File: src/rtl/sched_pkg.sv
// Shared definitions for the frame scheduler: FSM state encoding and
// default frame geometry.
package sched_pkg;

    localparam int FRAME_W_DEF = 5;
    localparam int DRAIN_DEF   = 1;

    typedef enum logic [2:0] {
        ST_IDLE   = 3'd0,
        ST_CLEAR  = 3'd1,
        ST_SHIFT  = 3'd2,
        ST_DRAIN  = 3'd3,
        ST_REPORT = 3'd4
    } state_t;

endpackage

File: src/rtl/rr_arb2.sv
// Two-way round-robin arbiter. The grant is always one-hot; with no request
// pending it points at the requester that did not win last.
module rr_arb2 (
    input  logic       clk,
    input  logic       reset,
    input  logic [1:0] req,
    input  logic       advance,
    output logic [1:0] gnt
);

    logic last_reg;

    always_ff @(posedge clk) begin
        if (reset) begin
            last_reg <= 1'b1;
        end else if (advance) begin
            last_reg <= gnt[1];
        end
    end

    always_comb begin
        gnt = last_reg ? 2'b01 : 2'b10;
        if (req == 2'b01) begin
            gnt = 2'b01;
        end else if (req == 2'b10) begin
            gnt = 2'b10;
        end
    end

endmodule

File: src/rtl/frame_sched.sv
// Accepts frames from two requesters, serialises each one MSB first into an
// external sequence detector and reports whether the detector matched.
module frame_sched
    import sched_pkg::*;
#(
    parameter int FRAME_W = FRAME_W_DEF,
    parameter int DRAIN   = DRAIN_DEF
) (
    input  logic               clk,
    input  logic               reset,
    input  logic               req0_valid,
    input  logic [FRAME_W-1:0] req0_data,
    output logic               req0_ready,
    input  logic               req1_valid,
    input  logic [FRAME_W-1:0] req1_data,
    output logic               req1_ready,
    output logic               det_reset,
    output logic               det_inp,
    input  logic               det_out,
    output logic               res_valid,
    output logic               res_id,
    output logic               res_hit,
    output logic               busy
);

    localparam int CNT_W = $clog2(FRAME_W + 1);
    localparam logic [CNT_W-1:0] BIT_LAST = CNT_W'(FRAME_W - 1);
    localparam logic [2:0] DRAIN_LAST = (DRAIN > 0) ? 3'(DRAIN - 1) : 3'd0;

    state_t             state_reg;
    state_t             state_next;
    logic [FRAME_W-1:0] shift_reg;
    logic [CNT_W-1:0]   bit_cnt_reg;
    logic [2:0]         drain_cnt_reg;
    logic               hit_reg;
    logic               id_reg;
    logic               res_id_reg;
    logic               res_hit_reg;

    logic [1:0]         valid_vec;
    logic [1:0]         ready_vec;
    logic [1:0]         gnt;
    logic               xfer;
    logic [FRAME_W-1:0] sel_data;

    assign valid_vec = {req1_valid, req0_valid};

    rr_arb2 u_arb (
        .clk     (clk),
        .reset   (reset),
        .req     (valid_vec),
        .advance (xfer),
        .gnt     (gnt)
    );

    // Ready is purely combinational so a requester sees acceptance in the
    // same cycle it presents VALID while the scheduler is idle.
    for (genvar gi = 0; gi < 2; gi++) begin : g_ready
        assign ready_vec[gi] = !reset && (state_reg == ST_IDLE) && gnt[gi] && valid_vec[gi];
    end

    assign req0_ready = ready_vec[0];
    assign req1_ready = ready_vec[1];
    assign xfer       = |ready_vec;
    assign sel_data   = gnt[1] ? req1_data : req0_data;

    always_comb begin
        state_next = state_reg;
        case (state_reg)
            ST_IDLE: begin
                if (xfer) begin
                    state_next = ST_CLEAR;
                end
            end
            ST_CLEAR: begin
                state_next = ST_SHIFT;
            end
            ST_SHIFT: begin
                if (bit_cnt_reg == BIT_LAST) begin
                    state_next = (DRAIN > 0) ? ST_DRAIN : ST_REPORT;
                end
            end
            ST_DRAIN: begin
                if (drain_cnt_reg == DRAIN_LAST) begin
                    state_next = ST_REPORT;
                end
            end
            ST_REPORT: begin
                state_next = ST_IDLE;
            end
            default: begin
                state_next = ST_IDLE;
            end
        endcase
    end

    always_ff @(posedge clk) begin
        if (reset) begin
            state_reg     <= ST_IDLE;
            shift_reg     <= '0;
            bit_cnt_reg   <= '0;
            drain_cnt_reg <= '0;
            hit_reg       <= 1'b0;
            id_reg        <= 1'b0;
            res_id_reg    <= 1'b0;
            res_hit_reg   <= 1'b0;
        end else begin
            state_reg <= state_next;
            case (state_reg)
                ST_IDLE: begin
                    if (xfer) begin
                        shift_reg <= sel_data;
                        id_reg    <= gnt[1];
                    end
                end
                ST_CLEAR: begin
                    hit_reg       <= 1'b0;
                    bit_cnt_reg   <= '0;
                    drain_cnt_reg <= '0;
                end
                ST_SHIFT: begin
                    shift_reg <= {shift_reg[FRAME_W-2:0], 1'b0};
                    if (bit_cnt_reg != BIT_LAST) begin
                        bit_cnt_reg <= bit_cnt_reg + 1'b1;
                    end
                    // The detector output lags its input by a cycle, so the
                    // first shift cycle still reflects the cleared detector.
                    if (bit_cnt_reg != '0) begin
                        hit_reg <= hit_reg | det_out;
                    end
                end
                ST_DRAIN: begin
                    drain_cnt_reg <= drain_cnt_reg + 3'd1;
                    hit_reg       <= hit_reg | det_out;
                end
                ST_REPORT: begin
                    hit_reg     <= hit_reg | det_out;
                    res_id_reg  <= id_reg;
                    res_hit_reg <= hit_reg | det_out;
                end
                default: begin
                    hit_reg <= hit_reg;
                end
            endcase
        end
    end

    always_comb begin
        det_reset = reset || (state_reg == ST_CLEAR);
        det_inp   = 1'b0;
        res_valid = 1'b0;
        res_id    = 1'b0;
        res_hit   = 1'b0;
        busy      = 1'b0;
        if (!reset) begin
            det_inp   = (state_reg == ST_SHIFT) && shift_reg[FRAME_W-1];
            res_valid = (state_reg == ST_REPORT);
            busy      = (state_reg != ST_IDLE);
            if (state_reg == ST_REPORT) begin
                res_id  = id_reg;
                res_hit = hit_reg | det_out;
            end else begin
                res_id  = res_id_reg;
                res_hit = res_hit_reg;
            end
        end
    end

endmodule

File: config.mk
export PLATFORM = sky130hd
export DESIGN_NAME = frame_sched
export DESIGN_NICKNAME = d
export VERILOG_FILES = /design/src/rtl/sched_pkg.sv /design/src/rtl/rr_arb2.sv /design/src/rtl/frame_sched.sv
export SDC_FILE = /design/constraint.sdc
export NUM_CORES = 1
export LEC_CHECK = 0
export ABC_AREA = 1
export CORE_UTILIZATION = 40
export CTS_CLUSTER_SIZE = 30
export DETAILED_ROUTE_END_ITERATION = 10
export PLACE_DENSITY = 0.65
export SLEW_MARGIN = 30
export SYNTH_ARGS = -nofsm -noshare
export SYNTH_HDL_FRONTEND = slang
export SYNTH_SLANG_ARGS = --single-unit
File: constraint.sdc
create_clock -name clk -period 1.4 [get_ports clk]
set_input_delay 0.28 -clock clk [delete_from_list [all_inputs] [get_ports clk]]
set_output_delay 0.28 -clock clk [all_outputs]
set_load 0.005 [all_outputs]
* Word level (Yosys, flattened, before mapping)
Index checks and enable logic that the tools add are counted.
** Word-level totals
- Flip-flop bits (word level) :: 19
- Logic and storage cells :: 70
- Input bits :: 15
** Cells by class
- Reduce and logical (&&, ||, !) cells :: 23
- Equal/unequal tests :: 13
- Bitwise operators :: 1
- Multiplexer cells :: 22
- $add $sub $neg :: 2
** Operator list (number)
- $mux W3 :: 4
- $pmux W3 S2 :: 2
- $pmux W3 S4 :: 1
- $mux W5 :: 2
- $pmux W5 S2 :: 1
- $reduce_bool A3 Y1 :: 3
- $mux W1 :: 8
- $ne A2 B2 Y1 const B :: 4
- $reduce_and A2 Y1 :: 4
- $add A3 B1 Y3 const B :: 2
- $eq A3 B2 Y1 const B :: 2
- $eq A3 B3 Y1 const B :: 2
- $logic_and A1 B1 Y1 :: 6
- $logic_not A3 Y1 :: 2
- $mux W2 :: 3
- $reduce_bool A2 Y1 :: 3
- $reduce_or A2 Y1 :: 2
- $eq A3 B1 Y1 const B :: 1
- $ne A3 B3 Y1 const B :: 1
- $pmux W1 S3 :: 1
- $reduce_and A3 Y1 :: 1
- $eq A2 B1 Y1 const B :: 1
- $eq A2 B2 Y1 const B :: 1
- $ne A2 B1 Y1 const B :: 1
- other kinds (3) :: 3

* Longest topological paths before layout
Gate-level depths: netlist of run 1.
- Depth in word-level cells :: 8
- Gate-level depth with buffers :: 8
- Gate-level depth less buffers :: 8

* Cells and area by module
From an unflattened synthesis of run 1, not the netlist that was laid out.
** Unflattened totals
- Cells, all modules :: 164
- Area, all modules :: 1093.5 um^2
** Modules (own cells, without submodules)
- frame_sched :: instances 1, cells an instance 152, seq. area each 360.3 um^2, area an instance 1029.7 um^2
- rr_arb2 :: instances 1, cells an instance 12, seq. area each 20.0 um^2, area an instance 63.8 um^2

* Worst setup path after synthesis of run 1
No wires, ideal clock.
- Kind :: reg2out
- Start :: register state_reg[1]
- End :: output res_hit
- Arrival :: 0.950 ns
- Setup slack :: 0.170 ns
- Cell stages (with the launch flop) :: 6
- Cells stage by stage :: dfxtp_1 -> nor2_1 -> inv_1 -> nor2_1 -> o21ai_0 -> a21oi_1
** Between the ends
- Cells in the longest elaborated chain, start to end :: 3
** RTL lines
- start: declaration :: RTL line frame_sched.sv:30 : state_t state_reg;
- start signal: assignment :: RTL line frame_sched.sv:108 : state_reg <= state_next;
- $eq A3 B3 Y1 :: RTL line frame_sched.sv:159 : if (state_reg == ST_REPORT) begin
- $mux W1
- $mux W1 :: RTL line frame_sched.sv:155 : if (!reset) begin
- end: declaration :: RTL line frame_sched.sv:22 : output logic res_hit,
Every way passes these cells.

* Worst setup path in the final report of run 1
- Start :: register state_reg[0]
- End :: output req1_ready
** Between the ends
- Cells in the longest elaborated chain, start to end :: 4
** RTL lines
- $logic_not A3 Y1 :: RTL line frame_sched.sv:59 : assign ready_vec[gi] = !reset && (state_reg == ST_IDLE) && gnt[gi] && valid_vec[gi];
- $logic_and A1 B1 Y1 (3 in a row) :: RTL line frame_sched.sv:59
- end: declaration :: RTL line frame_sched.sv:16 : output logic req1_ready,
Every way passes these cells.

==> results of run 1 <==
kinds of logic (layout without fill, tap and decap cells):
logic type | count (synthesis) | in the layout | share of synthesized area
xor+xnor | 1 | 1 | 0.00816
compound gates | 29 | 29 | 0.153
flops | 19 | 19 | 0.354
buf+inv | 30 | 98 | 0.112
simple gates | 74 | 74 | 0.326
fa+ha+maj | 4 | 4 | 0.0466
worst max-delay path: stages (launching register included):
cell	delay, ps
dfxtp_4	390
buf_6	120
nor2_4	90
nand2_2	80
buf_6	120
nor2_4	90
nand2_2	70
inv_2	50
buf_6	80
placed cells by master, fill, tap and decap left out, drive strengths merged, types with 2 or more instances in the layout:
master	instances
a211oi	2
a21oi	10
buf	52
clkbuf	3
clkdlybuf4s50	13
dfxtp	19
ha	4
inv	28
nand2	38
nand3	8
nand3b	4
nor2	22
nor3	2
o211ai	2
o21ai	14
repair_timing:
action / CTS / global route
setup endpoints to repair: 16 / 23
hold endpoints to repair: 0 / 0
buffers inserted: 19 / 7
pin swaps: 10 / 16
resized for setup: 73 / 44
cell usage after synthesis (3+ instances only):
master    number  area (um^2)
a21oi_1       10         50.1
inv_1         25         93.8
nor2_1        18         67.6
ha_1           4         50.1
o21ai_0       12         60.1
dfxtp_1       19          380
nand2_2        3         18.8
nand2_4        3         33.8
nand2_1       32          120
nand3_1        8         40.0
nor2_2         3         18.8
nand3b_1       4         30.0
final cells by class:
cell class | count | area (um^2)
sequential | 19 | 389
fill | 183 | 593
inverter | 28 | 118
timing repair buffer | 66 | 584
clock buffer | 3 | 22.5
multi-input combinational | 108 | 751
clock inverter | 1 | 5.00
tap | 30 | 37.5
per-layer routing:
metal  part of all wire  GRT usage  vias to the layer above
li1                   -          -                      641
met1               0.37      0.237                      610
met2               0.55      0.438                       39
met3              0.049     0.0424                       13
met4              0.032     0.0921                        0
met5                  0          0                        -
power breakdown:
part           switching (mW)  internal, mW
clock network           0.196         0.107
registers              0.0619         0.621
logic                   0.545         0.545
worst min path at each step:
| stage | startpoint | end | slack, ps | cells after the start |
|---|---|---|---|---|
| 2_1_floorplan | drain_cnt_reg[2]$_SDFFE_PP0P_ | drain_cnt_reg[2]$_SDFFE_PP0P_ | 420 | 1 |
| 3_3_place_gp | drain_cnt_reg[2]$_SDFFE_PP0P_ | drain_cnt_reg[2]$_SDFFE_PP0P_ | 430 | 1 |
| 3_5_place_dp | drain_cnt_reg[2]$_SDFFE_PP0P_ | drain_cnt_reg[2]$_SDFFE_PP0P_ | 460 | 1 |
| 4_1_cts | reset | u_arb.last_reg$_SDFFE_PP1P_ | 420 | 3 |
| 5_1_grt | reset | u_arb.last_reg$_SDFFE_PP1P_ | 480 | 3 |
| 6_report | reset | u_arb.last_reg$_SDFFE_PP1P_ | 420 | 3 |
through the flow:
stage                     area (um^2)  power (mW)  setup slack (ps)  utilization  TNS, ps
after floorplan                  1070        1.04               170            -        0
after global placement           1490        1.32              -603        0.595    -6630
after detailed placement         1490        1.35              -717        0.595    -7360
after CTS                        1740        1.85              -270        0.695    -2990
after global routing             1910        2.18              -354        0.763    -4840
final                            1910        2.08              -291        0.763    -3690
==> results.json, run 1 <==
{
  "wl_um": 3650,
  "start_util": 0.429,
  "cts_tree": "done",
  "maxCapViolations": 0,
  "cts_hold_buf": 0,
  "violations": "negative setup slack",
  "crit_path_end_kind": "output port",
  "reg2reg_to": "state_reg[0]$_SDFFE_PP0P_",
  "status": "finished with violations",
  "holdWs_ps": 422,
  "period_needed_ps": 1690,
  "cts_max_level": 1,
  "dr.pass1.iters": 4,
  "num_antenna_cells": 0,
  "synthToLayoutAreaGrowth_pct": 77.6,
  "final_antenna_net_count": 0,
  "place.gp.congestion": 0.871,
  "setup_viol": 21,
  "synthArstFlopShare": 0,
  "remaining_drc_errors": 0,
  "grt.total_usage": 0.228,
  "yosysSeqAreaShare": 0.354,
  "cts-root-buf": "clkbuf_4",
  "path_clk_slew_ps": 120,
  "cts_sinks": 19,
  "largest_reg_flops": 5,
  "clock_latency_ps": 320,
  "crit_path_start": "state_reg[0]$_SDFFE_PP0P_",
  "drive_above_1_share": 0.489,
  "clk_path_buf_depth": 2,
  "dpl.hpwl_um": 2010,
  "die_height_um": 53.8,
  "numPortBuffers": 22,
  "yosysWarnings": 0,
  "hold_viol_final": 0,
  "slew_headroom": 0.827,
  "synth-seq-cells": 19,
  "crit_required_ps": 1120,
  "die_w_um": 53.8,
  "ioPinCount": 23,
  "p_per_area_mw_per_mm2": 1090,
  "synth-edff-count": 0,
  "final_nets": 245,
  "worst_slack_ps": -291,
  "synth_area_mm2": 0.00107,
  "route.detailed.vias_per_inst": 5.11,
  "globalRouteOverflowTotal": 0,
  "placedCellCount": 229,
  "dr.first_iter.drc_count": 17,
  "worst_setup_path_start_kind": "flip-flop",
  "vias": 1303,
  "crit_type": "reg2out",
  "worstHoldPathType": "in2reg",
  "rsz0062_at_grt": "yes",
  "irDropWorstVdd_mv": 1.03,
  "grt_max_degree": 12,
  "antenna_found_initial": 0,
  "synth_area_per_cell_um2": 6.84,
  "grt_pass1_wl_um": 4680,
  "endpoint": "req1_ready",
  "worstPathArrival_ps": 1410,
  "avgRoutedWirePerCell_um": 14.3,
  "synth_cells": 157,
  "core-area_mm2": 0.00250,
  "post_layout_nonfiller_instances": 255,
  "cts_buffers": 3,
  "fmax_ghz": 0.591,
  "critical_path.max_fanout": 3,
  "slew_viol_final": 0,
  "reg2reg_slack_ps": -210,
  "die_area_mm2": 0.00289,
  "timing.rr.start": "state_reg[0]$_SDFFE_PP0P_",
  "rr_worst_depth": 12,
  "first_global_vias": 1162,
  "skew_ps": 10.2,
  "fin_crit_sh": 1.21,
  "ys.flop_type": "dfxtp_1",
  "row_count": 18,
  "leakagePower_nw": 0.902,
  "worstMarginPinSlew_ps": 259,
  "yosys.cell_types.count": 23,
  "synth_fp_nets": 176
}
(Power assumes the default switching activity.)
==> inputs of run 2 (changes only) <==
Settings changed: HOLD_SLACK_MARGIN from default to 0.12.
==> results of run 2 <==
No change in the layout: final DEF, timing and power equal those of run 1.
